**src/rtl/fetch_pkg.sv**
```systemverilog
`default_nettype none
// ============================================================================
// Module      : fetch_pkg
// Description : Shared types and constants for the fetch stage.
//               - PC_SRC_* : next-PC source encodings from the hazard unit
//               - fetch_state_t : fetch FSM states
//               - NOP_INSTR_DEFAULT / RESET_PC_DEFAULT : default parameters
// Revision    : 1.0 - initial release
// ============================================================================
package fetch_pkg;

    localparam logic [1:0] PC_SRC_SEQ    = 2'b00;
    localparam logic [1:0] PC_SRC_BRANCH = 2'b01;
    localparam logic [1:0] PC_SRC_JUMP   = 2'b10;
    localparam logic [1:0] PC_SRC_RSVD   = 2'b11;

    typedef enum logic [1:0] {
        S_REQ  = 2'd0,  // request outstanding / streaming
        S_HOLD = 2'd1,  // response parked in skid while decode stalls
        S_DROP = 2'd2   // waiting out a stale request after a redirect
    } fetch_state_t;

    localparam logic [31:0] NOP_INSTR_DEFAULT = 32'h0000_0013;
    localparam logic [31:0] RESET_PC_DEFAULT  = 32'h0000_1000;

endpackage : fetch_pkg
`default_nettype wire

```
**src/rtl/fetch_pc_gen.sv**
```systemverilog
`default_nettype none
// ============================================================================
// Module      : fetch_pc_gen
// Description : Combinational next-PC generation and redirect decode.
//   i_pc              current PC
//   i_pc_src          next-PC source select
//   i_f_flush         hazard-unit flush
//   i_branch_target   branch redirect address
//   i_jump_target     jump redirect address
//   o_pc_plus4        sequential PC (mod 2^XLEN)
//   o_redirect        flush qualified by a branch/jump pc_src
//   o_redirect_target address selected by pc_src
// Revision    : 1.0 - initial release
// ============================================================================
module fetch_pc_gen
    import fetch_pkg::*;
#(
    parameter int XLEN = 32
) (
    input  logic [XLEN-1:0] i_pc,
    input  logic [1:0]      i_pc_src,
    input  logic            i_f_flush,
    input  logic [XLEN-1:0] i_branch_target,
    input  logic [XLEN-1:0] i_jump_target,
    output logic [XLEN-1:0] o_pc_plus4,
    output logic            o_redirect,
    output logic [XLEN-1:0] o_redirect_target
);

    assign o_pc_plus4 = i_pc + XLEN'(4);

    always_comb begin
        o_redirect        = 1'b0;
        o_redirect_target = o_pc_plus4;
        case (i_pc_src)
            PC_SRC_BRANCH: begin
                o_redirect        = i_f_flush;
                o_redirect_target = i_branch_target;
            end
            PC_SRC_JUMP: begin
                o_redirect        = i_f_flush;
                o_redirect_target = i_jump_target;
            end
            default: begin
                o_redirect        = 1'b0;
                o_redirect_target = o_pc_plus4;
            end
        endcase
    end

endmodule : fetch_pc_gen
`default_nettype wire

```
**src/rtl/fetch_stage.sv**
```systemverilog
`default_nettype none
// ============================================================================
// Module      : fetch_stage
// Description : PC register, instruction-memory request handshake and F/D
//               pipeline register. A skid register parks a response that
//               arrives while decode is stalled; responses made stale by a
//               redirect are dropped.
// Ports       :
//   clock, reset_n                      clock / async active-low reset
//   f_stall, f_flush, pc_src            hazard-unit controls
//   branch_target, jump_target          redirect addresses
//   imem_req, imem_addr                 fetch request
//   imem_ready, imem_rdata              fetch response
//   d_valid, d_instr, d_pc, d_pc_plus4  F/D register to decode
//   f_busy                              request pending without response
//   perf_fetch_cnt, perf_stall_cnt,
//   perf_drop_cnt                       only with FETCH_PERF_CNT_EN defined
// Config      : FETCH_PERF_CNT_EN adds saturating performance counters.
// Revision    : 1.0 - initial release
// ============================================================================
module fetch_stage
    import fetch_pkg::*;
#(
    parameter int             XLEN      = 32,
    parameter logic [XLEN-1:0] RESET_PC  = XLEN'(RESET_PC_DEFAULT),
    parameter logic [XLEN-1:0] NOP_INSTR = XLEN'(NOP_INSTR_DEFAULT)
) (
    input  logic            clock,
    input  logic            reset_n,
    input  logic            f_stall,
    input  logic            f_flush,
    input  logic [1:0]      pc_src,
    input  logic [XLEN-1:0] branch_target,
    input  logic [XLEN-1:0] jump_target,
    output logic            imem_req,
    output logic [XLEN-1:0] imem_addr,
    input  logic            imem_ready,
    input  logic [XLEN-1:0] imem_rdata,
    output logic            d_valid,
    output logic [XLEN-1:0] d_instr,
    output logic [XLEN-1:0] d_pc,
    output logic [XLEN-1:0] d_pc_plus4,
`ifdef FETCH_PERF_CNT_EN
    output logic [31:0]     perf_fetch_cnt,
    output logic [31:0]     perf_stall_cnt,
    output logic [31:0]     perf_drop_cnt,
`endif
    output logic            f_busy
);

    fetch_state_t    r_state;
    fetch_state_t    w_state_next;

    logic [XLEN-1:0] r_pc;
    logic [XLEN-1:0] r_redir_pc;
    logic [XLEN-1:0] r_skid;
    logic            r_skid_valid;
    logic            r_d_valid;
    logic [XLEN-1:0] r_d_instr;
    logic [XLEN-1:0] r_d_pc;
    logic [XLEN-1:0] r_d_pc_plus4;

    logic [XLEN-1:0] w_pc_plus4;
    logic            w_redirect;
    logic [XLEN-1:0] w_redirect_target;

    logic            w_fd_load_mem;
    logic            w_fd_load_skid;
    logic            w_fd_bubble;
    logic            w_pc_we;
    logic [XLEN-1:0] w_pc_d;
    logic            w_skid_we;
    logic            w_skid_clr;
    logic            w_redir_we;
    logic            w_drop;

    fetch_pc_gen #(
        .XLEN (XLEN)
    ) u_pc_gen (
        .i_pc              (r_pc),
        .i_pc_src          (pc_src),
        .i_f_flush         (f_flush),
        .i_branch_target   (branch_target),
        .i_jump_target     (jump_target),
        .o_pc_plus4        (w_pc_plus4),
        .o_redirect        (w_redirect),
        .o_redirect_target (w_redirect_target)
    );

    // ------------------------------------------------------------------
    // State register
    // ------------------------------------------------------------------
    always_ff @(posedge clock or negedge reset_n) begin
        if (!reset_n) begin
            r_state <= S_REQ;
        end else begin
            r_state <= w_state_next;
        end
    end

    // ------------------------------------------------------------------
    // Next state and datapath controls. Flush outranks stall everywhere.
    // A non-redirect flush only squashes F/D; a response accepted in that
    // cycle is discarded and the same PC is fetched again so nothing is lost.
    // ------------------------------------------------------------------
    always_comb begin
        w_state_next   = r_state;
        w_fd_load_mem  = 1'b0;
        w_fd_load_skid = 1'b0;
        w_fd_bubble    = 1'b0;
        w_pc_we        = 1'b0;
        w_pc_d         = w_pc_plus4;
        w_skid_we      = 1'b0;
        w_skid_clr     = 1'b0;
        w_redir_we     = 1'b0;
        w_drop         = 1'b0;
        imem_req       = 1'b0;

        case (r_state)
            S_REQ: begin
                imem_req = 1'b1;
                if (imem_ready) begin
                    if (f_flush) begin
                        w_drop      = 1'b1;
                        w_fd_bubble = 1'b1;
                        if (w_redirect) begin
                            w_pc_we = 1'b1;
                            w_pc_d  = w_redirect_target;
                        end
                    end else if (f_stall) begin
                        w_skid_we    = 1'b1;
                        w_state_next = S_HOLD;
                    end else begin
                        w_fd_load_mem = 1'b1;
                        w_pc_we       = 1'b1;
                    end
                end else begin
                    if (f_flush) begin
                        w_fd_bubble = 1'b1;
                        if (w_redirect) begin
                            // Request cannot be withdrawn: remember the
                            // target and wait for the stale response.
                            w_redir_we   = 1'b1;
                            w_state_next = S_DROP;
                        end
                    end else if (!f_stall) begin
                        w_fd_bubble = 1'b1;
                    end
                end
            end

            S_HOLD: begin
                if (f_flush) begin
                    w_fd_bubble = 1'b1;
                    if (w_redirect) begin
                        w_skid_clr   = 1'b1;
                        w_drop       = 1'b1;
                        w_pc_we      = 1'b1;
                        w_pc_d       = w_redirect_target;
                        w_state_next = S_REQ;
                    end
                end else if (!f_stall) begin
                    w_fd_load_skid = 1'b1;
                    w_skid_clr     = 1'b1;
                    w_pc_we        = 1'b1;
                    w_state_next   = S_REQ;
                end
            end

            S_DROP: begin
                imem_req = 1'b1;
                if (f_flush) begin
                    w_fd_bubble = 1'b1;
                end
                if (w_redirect) begin
                    w_redir_we = 1'b1;
                end
                if (imem_ready) begin
                    // A redirect arriving with the response is the latest.
                    w_drop       = 1'b1;
                    w_pc_we      = 1'b1;
                    w_pc_d       = w_redirect ? w_redirect_target : r_redir_pc;
                    w_state_next = S_REQ;
                end
            end

            default: begin
                w_state_next = S_REQ;
            end
        endcase
    end

    // ------------------------------------------------------------------
    // PC, redirect and skid registers
    // ------------------------------------------------------------------
    always_ff @(posedge clock or negedge reset_n) begin
        if (!reset_n) begin
            r_pc         <= RESET_PC;
            r_redir_pc   <= '0;
            r_skid       <= '0;
            r_skid_valid <= 1'b0;
        end else begin
            if (w_pc_we) begin
                r_pc <= w_pc_d;
            end
            if (w_redir_we) begin
                r_redir_pc <= w_redirect_target;
            end
            if (w_skid_we) begin
                r_skid       <= imem_rdata;
                r_skid_valid <= 1'b1;
            end else if (w_skid_clr) begin
                r_skid_valid <= 1'b0;
            end
        end
    end

    // ------------------------------------------------------------------
    // F/D pipeline register
    // ------------------------------------------------------------------
    always_ff @(posedge clock or negedge reset_n) begin
        if (!reset_n) begin
            r_d_valid    <= 1'b0;
            r_d_instr    <= NOP_INSTR;
            r_d_pc       <= '0;
            r_d_pc_plus4 <= '0;
        end else if (w_fd_bubble) begin
            r_d_valid <= 1'b0;
        end else if (w_fd_load_mem) begin
            r_d_valid    <= 1'b1;
            r_d_instr    <= imem_rdata;
            r_d_pc       <= r_pc;
            r_d_pc_plus4 <= w_pc_plus4;
        end else if (w_fd_load_skid) begin
            r_d_valid    <= r_skid_valid;
            r_d_instr    <= r_skid;
            r_d_pc       <= r_pc;
            r_d_pc_plus4 <= w_pc_plus4;
        end
    end

    assign imem_addr  = {r_pc[XLEN-1:2], 2'b00};
    assign f_busy     = imem_req & ~imem_ready;
    assign d_valid    = r_d_valid;
    assign d_instr    = r_d_valid ? r_d_instr : NOP_INSTR;
    assign d_pc       = r_d_pc;
    assign d_pc_plus4 = r_d_pc_plus4;

`ifdef FETCH_PERF_CNT_EN
    // ------------------------------------------------------------------
    // Saturating performance counters
    // ------------------------------------------------------------------
    logic w_fetch_evt;

    assign w_fetch_evt = w_fd_load_mem | (w_fd_load_skid & r_skid_valid);

    always_ff @(posedge clock or negedge reset_n) begin
        if (!reset_n) begin
            perf_fetch_cnt <= '0;
            perf_stall_cnt <= '0;
            perf_drop_cnt  <= '0;
        end else begin
            if (w_fetch_evt && (perf_fetch_cnt != 32'hFFFF_FFFF)) begin
                perf_fetch_cnt <= perf_fetch_cnt + 32'd1;
            end
            if (f_stall && (perf_stall_cnt != 32'hFFFF_FFFF)) begin
                perf_stall_cnt <= perf_stall_cnt + 32'd1;
            end
            if (w_drop && (perf_drop_cnt != 32'hFFFF_FFFF)) begin
                perf_drop_cnt <= perf_drop_cnt + 32'd1;
            end
        end
    end
`endif

endmodule : fetch_stage
`default_nettype wire

```
**config.mk**
```make
export PLATFORM = sky130hd
export DESIGN_NAME = fetch_stage
export DESIGN_NICKNAME = d
export VERILOG_FILES = /design/src/rtl/fetch_pkg.sv /design/src/rtl/fetch_pc_gen.sv /design/src/rtl/fetch_stage.sv
export SDC_FILE = /design/constraint.sdc
export NUM_CORES = 1
export LEC_CHECK = 0
export ABC_AREA = 1
export BUFFER_PORTS_ARGS = -buffer_cell sky130_fd_sc_hd__buf_2
export CAP_MARGIN = 20
export CORE_ASPECT_RATIO = 1.5
export CORE_UTILIZATION = 47
export CTS_BUF_LIST = sky130_fd_sc_hd__clkbuf_8
export DETAILED_ROUTE_END_ITERATION = 10
export PLACE_DENSITY_LB_ADDON = 0.25
export SYNTH_ARGS = -nofsm -noshare
export SYNTH_HDL_FRONTEND = slang
export SYNTH_SLANG_ARGS = --single-unit
```
**constraint.sdc**
```tcl
create_clock -name clock -period 5.9 [get_ports clock]
set_input_delay 1.18 -clock clock [delete_from_list [all_inputs] [get_ports clock]]
set_output_delay 1.18 -clock clock [all_outputs]
set_load 0.01 [all_outputs]
```
# Word level (Yosys, flattened, before mapping)
# Index checks and enable logic that the tools add are counted.
totals:
  regBits: 196
op_classes:
  add_sub_neg: 1
  eq_ne: 11
  mux: 53
  bitwise: 3
  reduce_logical: 9
op_table:
  columns: ["op", "n"]
  rows:
  - ["$mux 32", 12]
  - ["$pmux 32 s3", 1]
  - ["$pmux 32 s2", 1]
  - ["$add 32x3->32 const B", 1]
  - ["$mux 1", 26]
  - ["$mux 2", 9]
  - ["$ne 3x3->1 const B", 6]
  - ["$reduce_and 7->1", 1]
  - ["$pmux 2 s3", 1]
  - ["$reduce_or 2->1", 3]
  - ["$eq 2x1->1 const B", 2]
  - ["$eq 2x2->1 const B", 2]
  - ["$pmux 1 s2", 2]
  - ["$reduce_bool 2->1", 2]
  - ["$pmux 1 s3", 1]
  - ["$reduce_bool 3->1", 1]
  - ["$logic_not 2->1", 1]
  - ["$ne 2x2->1 const B", 1]
  - ["$not 1->1", 2]
  - ["$reduce_and 2->1", 1]
  - ["$and 1x1->1", 1]

# Depth between registers and ports, before layout
# Gate-level depths: netlist of run 1.
depth:
  word_depth: 8
  mapped_depth: 15

# Modules after synthesis
# Synthesis of run 1 repeated with hierarchy kept, for this count alone.
unflattened:
  cells_unflattened: 1692
  area_unflattened_um2: 11751.3
modules_own_cells:
  columns: ["mod", "n_inst", "cells_per_inst", "area_each_um2"]
  rows:
  - ["fetch_stage", 1, 1369, 10093.4]
  - ["fetch_pc_gen", 1, 323, 1657.8]

# Least setup slack after synthesis of run 1
# No wires, ideal clock.
synth_path:
  path_kind: "input -> output"
  startpoint: "input port imem_ready"
  endpoint: "output port f_busy"
  arrival_time_ps: 1614
  required_time_ps: 4720
  slack_ps: 3106
  cell_stages: 3
  path_cell_list: "inv_1 > nand2_1 > inv_2"
synth_between:
  elab_chain_len: 2
synth_rtl:
  columns: ["element", "line", "rtl"]
  rows:
  - ["from (decl)", "fetch_stage.sv:37", "input logic imem_ready,"]
  - ["$not 1->1", "fetch_stage.sv:243", "assign f_busy = imem_req & ~imem_ready;"]
  - ["$and 1x1->1", "fetch_stage.sv:243", null]
  - ["to (decl)", "fetch_stage.sv:48", "output logic f_busy"]
# No other way between the ends.

# Final worst setup path of run 1
layout_path:
  startpoint: "input port pc_src[0]"
  endpoint: "register r_pc[21]"
layout_between:
  elab_chain_len: 7
  word_cells_on_any_way: 15
  classes_between: "eq/ne: 2; mux: 12; reduce/logical: 1"
layout_rtl:
  columns: ["element", "line", "rtl"]
  rows:
  - ["from (decl)", "fetch_stage.sv:32", "input logic [1:0] pc_src,"]
  - ["$eq 2x1->1 / $eq 2x2->1 (equally long branches)", "fetch_pc_gen.sv:35", "case (i_pc_src)"]
  - ["$reduce_or 2->1 (no source line)", null, null]
  - ["$mux 1", "fetch_pc_gen.sv:35", null]
  - ["$mux 32 / $mux 1 (equally long branches)", "fetch_stage.sv:126, fetch_stage.sv:155", null]
  - ["$mux 32 / $mux 1 (equally long branches)", "fetch_stage.sv:123", "if (f_flush) begin"]
  - ["$mux 32 / $mux 1 (equally long branches)", "fetch_stage.sv:122", "if (imem_ready) begin"]
  - ["$pmux 32 s3 / $pmux 1 s3 (equally long branches)", "fetch_stage.sv:119", "case (r_state)"]
  - ["to (signal assigned)", "fetch_stage.sv:204", "r_pc <= w_pc_d;"]
  - ["to (decl)", "fetch_stage.sv:54", "logic [XLEN-1:0] r_pc;"]
# Several ways; a longest one is shown, not always the timed one.
# A chain may end at the register's enable or synchronous reset.

==> metrics.txt, run 1 <==
Post-CTS Setup Bufs=0; CTS buffer count=17; # nets final=about 1.7k; combinational share of power=0.441; crit end category=flip-flop; area growth from synthesis to layout=13.6%; Routed Antenna Nets=0; TritonCTS clock tree=yes; vias per cell=between 5 and 6; total number of vias=9550; CTS clk-pin slew, worst paths=roughly 0.090 ns; Clk pwr share=0.140; sequential power share=0.418; gr usage total=0.261; Worst Path Arrival=3.90 ns; total power=5880 µW; Syn Inst Count=~1.4k; sequential fraction of the synthesis area=0.462; Synth async-reset ratio=1.00; unrepaired setup endpoints after global routing=false; dpl hpwl=21800 µm; floorplan core area=roughly 22000 µm²; setup-violating endpoint count in the final report=0; drt total wl=29200 µm; ys flop type=dfrtp_1; Final GP Congestion=slightly above 0.9; Sum Neg Setup Slack=0 ns; detailed-route DRC error count=0; internal power=roughly 3300 µW; mean post-synth cell area=roughly 7.5 µm²; net switching power figure=2610 µW; clk_skew=0.0114 ns; Die ar.=between 20000 and 25000 µm²; final period utilization=0.607; synth unique cells=48; Hold Path Class=flip-flop to flip-flop; outcome=completed; first drt pass iteration count=6; Overflow after GRT=0; crit path kind=input pin to flip-flop; Chip Width=between 100 and 150 µm; IO Count=roughly 230; first-pass GRT wire length=45700 µm; Post-synth EDFFs=0; Synth area leaders=dfrtp_1 (45%), nand2_1 (17%), o21ai_0 (8.3%), inv_1 (5.5%), buf_4 (3.4%); routed len/inst=~16 µm; critical path data required time=between 6 and 7 ns; minimum clock period=roughly 3.6 ns; Final Hold Vio Count=0; post_cts resized=0; Yosys warnings=0; hold depth=2; worst vdd ir=between 150 and 200 µV; Hold-fix buffers, CTS=0; fmax=0.279 GHz; R2R cell count=11; Post-Syn Area=10500 µm²; largest net degree at the start of global routing=about 110; Pwr Density=492 nW/µm²; Iteration-0 DRC Markers=just over 600; Clock Latency Late Sink=approximately 0.47 ns; FP Rows=between 60 and 70; H-Tree Depth=4; post-synth top area share=0.452; area leader, netlist=dfrtp_1; initial core utilization=0.483; CTS Root Cell=clkbuf_8; port bufs=between 200 and 250; Yosys reg bits=194; die height=approximately 190 µm; Max FO, Critical Path=36; final max-slew violation count=0; switch share=0.444; vias in the first global route=8880; n_diodes=0; Max-slew headroom=0.391; antenna violations before repair=0; MaxCap Viol Count=0; Worst-Margin Slew=slightly above 0.9 ns; Clock Path Buffers=2; TritonCTS Sinks=about 190; share of cells above drive strength 1=0.201; leak pwr=0.00663 µW; Finished Cell Area=12000 µm²; crit path launch type=input pin; Post-DP Area=around 12000 µm²
==> metal layers <==
layer  track usage  wire (µm)  share of wire
met1         0.326      12200           0.42
met2         0.431      14000           0.48
met3        0.0490       1830          0.062
met4         0.121       1160          0.040
met5             0          0              0
==> power groups by stage <==
stage	Clock [µW]	Combinational, µW	Sequential [µW]
CTS	854	2610	2450
finish	824	2600	2460
floorplan	0	1810	2430
global route	907	2960	2540
global placement	0	2550	2460
detailed placement	0	2600	2480
==> cells in the mapped netlist (10+ instances only) <==
master    number
nand2_1      472
dfrtp_1      190
o21ai_0      175
inv_1        154
nor2_1        71
buf_4         48
clkbuf_1      39
a21oi_1       34
nand3_1       31
a22o_1        24
xor2_1        17
buf_2         14
nor3_1        14
a31oi_1       13
o22ai_1       10
==> sequential cells by signal (all words and copies together) (netlist names), 2 cells and up <==
name / cells
d_pc: 32
r_pc: 32
d_pc_plus4: 30
r_skid: 32
r_redir_pc: 32
r_d_instr: 32
r_state: 2
==> critical path, cell delays in order <==
cell	delay (ns)
buf_2	0.09
inv_1	0.04
ha_1	0.28
buf_4	0.18
inv_1	0.29
nand2_2	0.10
inv_2	0.47
nand2_4	0.12
nand3_1	0.10
nand2_1	0.09
buf_4	0.26
a311oi_1	0.56
a22oi_1	0.14
==> kinds of logic after synthesis <==
kind of cell               share of synthesized area
and+or+nand+nor                                0.239
AOI/OAI and AO/OA                              0.160
buffers and inverters                          0.114
DFF                                            0.462
xor gates and xnor gates                      0.0157
adders and majority gates                    0.00832
other                                       0.000356
==> final timing paths <==
path                               from  slack [ns]             end
max reg2reg                  r_state[1]        2.44        d_pc[22]
min reg2reg                r_d_instr[5]        0.47    r_d_instr[5]
min                        r_d_instr[5]        0.47    r_d_instr[5]
max in group asynchronous       reset_n        3.85  r_redir_pc[29]
min in group asynchronous       reset_n        0.82      r_skid[10]
max                           pc_src[0]        2.32        r_pc[21]
==> layout by cell type, fill, tap and decap left out, drive strengths merged, types with 2 or more instances in the layout <==
| cell type | instances |
|---|---|
| a211oi | 3 |
| a21oi | 35 |
| a221o | 5 |
| a22o | 24 |
| a22oi | 7 |
| a31oi | 13 |
| a32oi | 2 |
| and2 | 3 |
| buf | 243 |
| clkbuf | 22 |
| clkinv | 3 |
| clkinvlp | 2 |
| conb | 2 |
| dfrtp | 190 |
| dfstp | 4 |
| ha | 7 |
| inv | 168 |
| nand2 | 480 |
| nand3 | 31 |
| nand4 | 5 |
| nor2 | 81 |
| nor3 | 16 |
| o211ai | 4 |
| o21ai | 178 |
| o21bai | 2 |
| o22ai | 10 |
| o31ai | 3 |
| or2 | 3 |
| xor2 | 18 |
==> cell type report <==
cell class / count / area [µm²]
well taps: 272 / 340
multi-input cells: 938 / 4470
clock buffers: 20 / 275
inverters: 163 / 614
flip-flops and latches: 194 / 4860
clock inverters: 11 / 88.8
repair buffers: 245 / 1300
fillers: 2201 / 9850
==> stage by stage <==
step,setup slack (ns),util,instances,hold slack (ns)
after global routing,2.15,0.548,1843,0.499
final,2.32,0.548,1843,0.474
after global placement,1.94,0.529,1810,0.450
after floorplan,3.11,-,1398,0.437
after detailed placement,1.91,0.529,1810,0.454
after CTS,2.36,0.546,1841,0.478
No activity file was read; power rests on OpenSTA's default activity.
==> inputs of run 2 (changes only) <==
Clock period 5.9 ns to 3.7 ns, I/O delays scaled along.
==> run 2 against run 1 <==
Design area up 0.92%. Register-to-register slack worse by 1.4 ns. Via count up 0.75%. Combinational power up 62%. Final cell count up 0.49%. Non-clock buffer count up 8. Setup slack worse by 1.6 ns. Critical path type is now flip-flop to output pin. Largest power group unchanged. Highest routed layer unchanged.
==> metrics.txt, run 2 (same netlist as run 1, synthesis figures left out) <==
routed len/inst=16.1 µm (+1.4%); Final GP Congestion=0.959 (+3.4%); post_cts resized=0 (unchanged); clk_skew=0.0101 ns (-0.00135 ns); Die ar.=23000 µm² (unchanged); PnR worst setup slack=0.728 ns (-1.59 ns); # nets final=1677 (+0.48%); area growth from synthesis to layout=14.6%; critical path data required time=2.96 ns (-3.26 ns); MaxCap Viol Count=0 (unchanged); Clock Path Buffers=2 (unchanged); switch share=0.445 (about the same); first-pass GRT wire length=47400 µm (+3.8%); net switching power figure=4240 µW (+62%); FP Rows=66 (unchanged); Max FO, Critical Path=11 (-69%); Pwr Density=790 nW/µm² (+61%); initial core utilization=0.483 (unchanged); Final Hold Vio Count=0 (unchanged); slowest stage cell, crit path=dfrtp_1; Sum Neg Setup Slack=0 ns (unchanged); commonest non-fill, non-tap cell in the layout=nand2_1; Hold Path Class=input pin to asynchronous set/reset pin; CTS clk-pin slew, worst paths=0.10 ns (about the same); die height=185 µm (unchanged); Worst path max stage delay=0.40 ns (-0.16 ns); final period utilization=0.803; minimum clock period=between 2 and 3 ns; vias per cell=5.20 (+0.26%); n_diodes=0 (unchanged); TritonCTS clock tree=yes; detailed-route DRC error count=0 (unchanged); IO Count=234 (unchanged); r2r startpoint=r_state[0]; vias in the first global route=9204 (+3.6%); sequential power share=0.412 (-0.006); Post-DP Area=11600 µm² (+0.91%); fmax=between 0.3 and 0.4 GHz; outcome=completed; Max-slew headroom=0.452 (+0.0605); FILL cells=2201 (unchanged); Worst Path Arrival=2.23 ns (-1.67 ns); R2R cell count=12 (+1); first drt pass iteration count=8 (+2); Post-CTS Setup Bufs=0 (unchanged); port bufs=231 (unchanged); final max-slew violation count=0 (unchanged); Chip Width=124 µm (unchanged); total power=9530 µW (+62%); CTS buffer count=17 (unchanged); slack of the worst reg-to-reg path=1.00 ns (-1.44 ns); internal power=5290 µW (+62%); worst reg2reg path endpoint=d_pc[12]; Finished Cell Area=12100 µm² (+0.92%); drt total wl=29800 µm (+1.9%); crit path kind=flip-flop to output pin; unrepaired setup endpoints after global routing=false; Hold-fix buffers, CTS=0 (unchanged); CTS Root Cell=clkbuf_8; H-Tree Depth=4 (unchanged); Overflow after GRT=0 (unchanged); total number of vias=9622 (+0.75%); combinational share of power=0.440 (about the same); antenna violations before repair=0 (unchanged); Routed Antenna Nets=0 (unchanged); Iteration-0 DRC Markers=702 (+13%); crit end category=output pin; worst vdd ir=330 µV (+86%); worst path cell trace=inv_1 -> ha_1 -> buf_4 -> or2_2 -> nand2_1 -> inv_2 -> buf_2; crit path launch type=flip-flop; floorplan core area=21800 µm² (unchanged); gr usage total=0.271 (+0.00956); largest net degree at the start of global routing=69 (-38%); TritonCTS Sinks=194 (unchanged); commonest non-fill, non-tap cells in the layout=nand2_1 (471), buf_2 (230), dfrtp_1 (190); share of cells above drive strength 1=0.207 (+0.00645); Worst Setup SP=r_state[0]; Clock Latency Late Sink=0.49 ns (+0.02 ns); Clk pwr share=0.148 (+0.008); dpl hpwl=22100 µm (+1.4%); Worst-Margin Slew=0.822 ns (-0.0907 ns); setup-violating endpoint count in the final report=0 (unchanged); leak pwr=0.00669 µW (+0.90%); setup slack after placement=0.876 ns (-1.04 ns)
-- run 2: cell type report --
class / count / area, µm² / area share
clock inverter: 13 / 133 / 0.0110
inverter: 163 / 614 / 0.0509
tap: 272 / 340 / 0.0282
clock buffer: 19 / 262 / 0.0217
multi-input combinational: 938 / 4470 / 0.371
timing repair buffer: 253 / 1380 / 0.114
sequential: 194 / 4860 / 0.403
-- run 2: critical path: cells and delay by family (launching register included) --
kind                       cells  cell delay [ns]
adders and majority gates      1             0.21
buffers and inverters          4             0.51
DFF                            1             0.40
and+or+nand+nor                2             0.64
-- run 2: layer usage --
layer / global-route usage / part of all wire / vias up
met2: 0.457 / 0.49 / 376
met1: 0.336 / 0.41 / 4427
met5: 0 / 0 / -
li1: - / - / 4754
met4: 0.113 / 0.032 / 0
met3: 0.0483 / 0.064 / 65
-- run 2: worst max-delay path by stage --
stage,end
finish,f_busy
global route,f_busy
CTS,f_busy
detailed placement,r_pc[6]
global placement,r_redir_pc[21]
floorplan,r_pc[8]
-- run 2: power by group through the flow --
stage	clock network (µW)	logic, µW	registers (µW)
finish	1410	4200	3920
global placement	0	4080	3920
CTS	1430	4200	3910
global route	1520	4810	4050
floorplan	0	2880	3870
detailed placement	0	4180	3950
-- run 2: stage by stage --
step	utilization	cells	hold slack, ns
floorplan	-	1398	0.437
global placement	0.534	1819	0.449
detailed placement	0.534	1819	0.454
CTS	0.552	1851	0.251
global route	0.553	1852	0.255
finish	0.553	1852	0.233
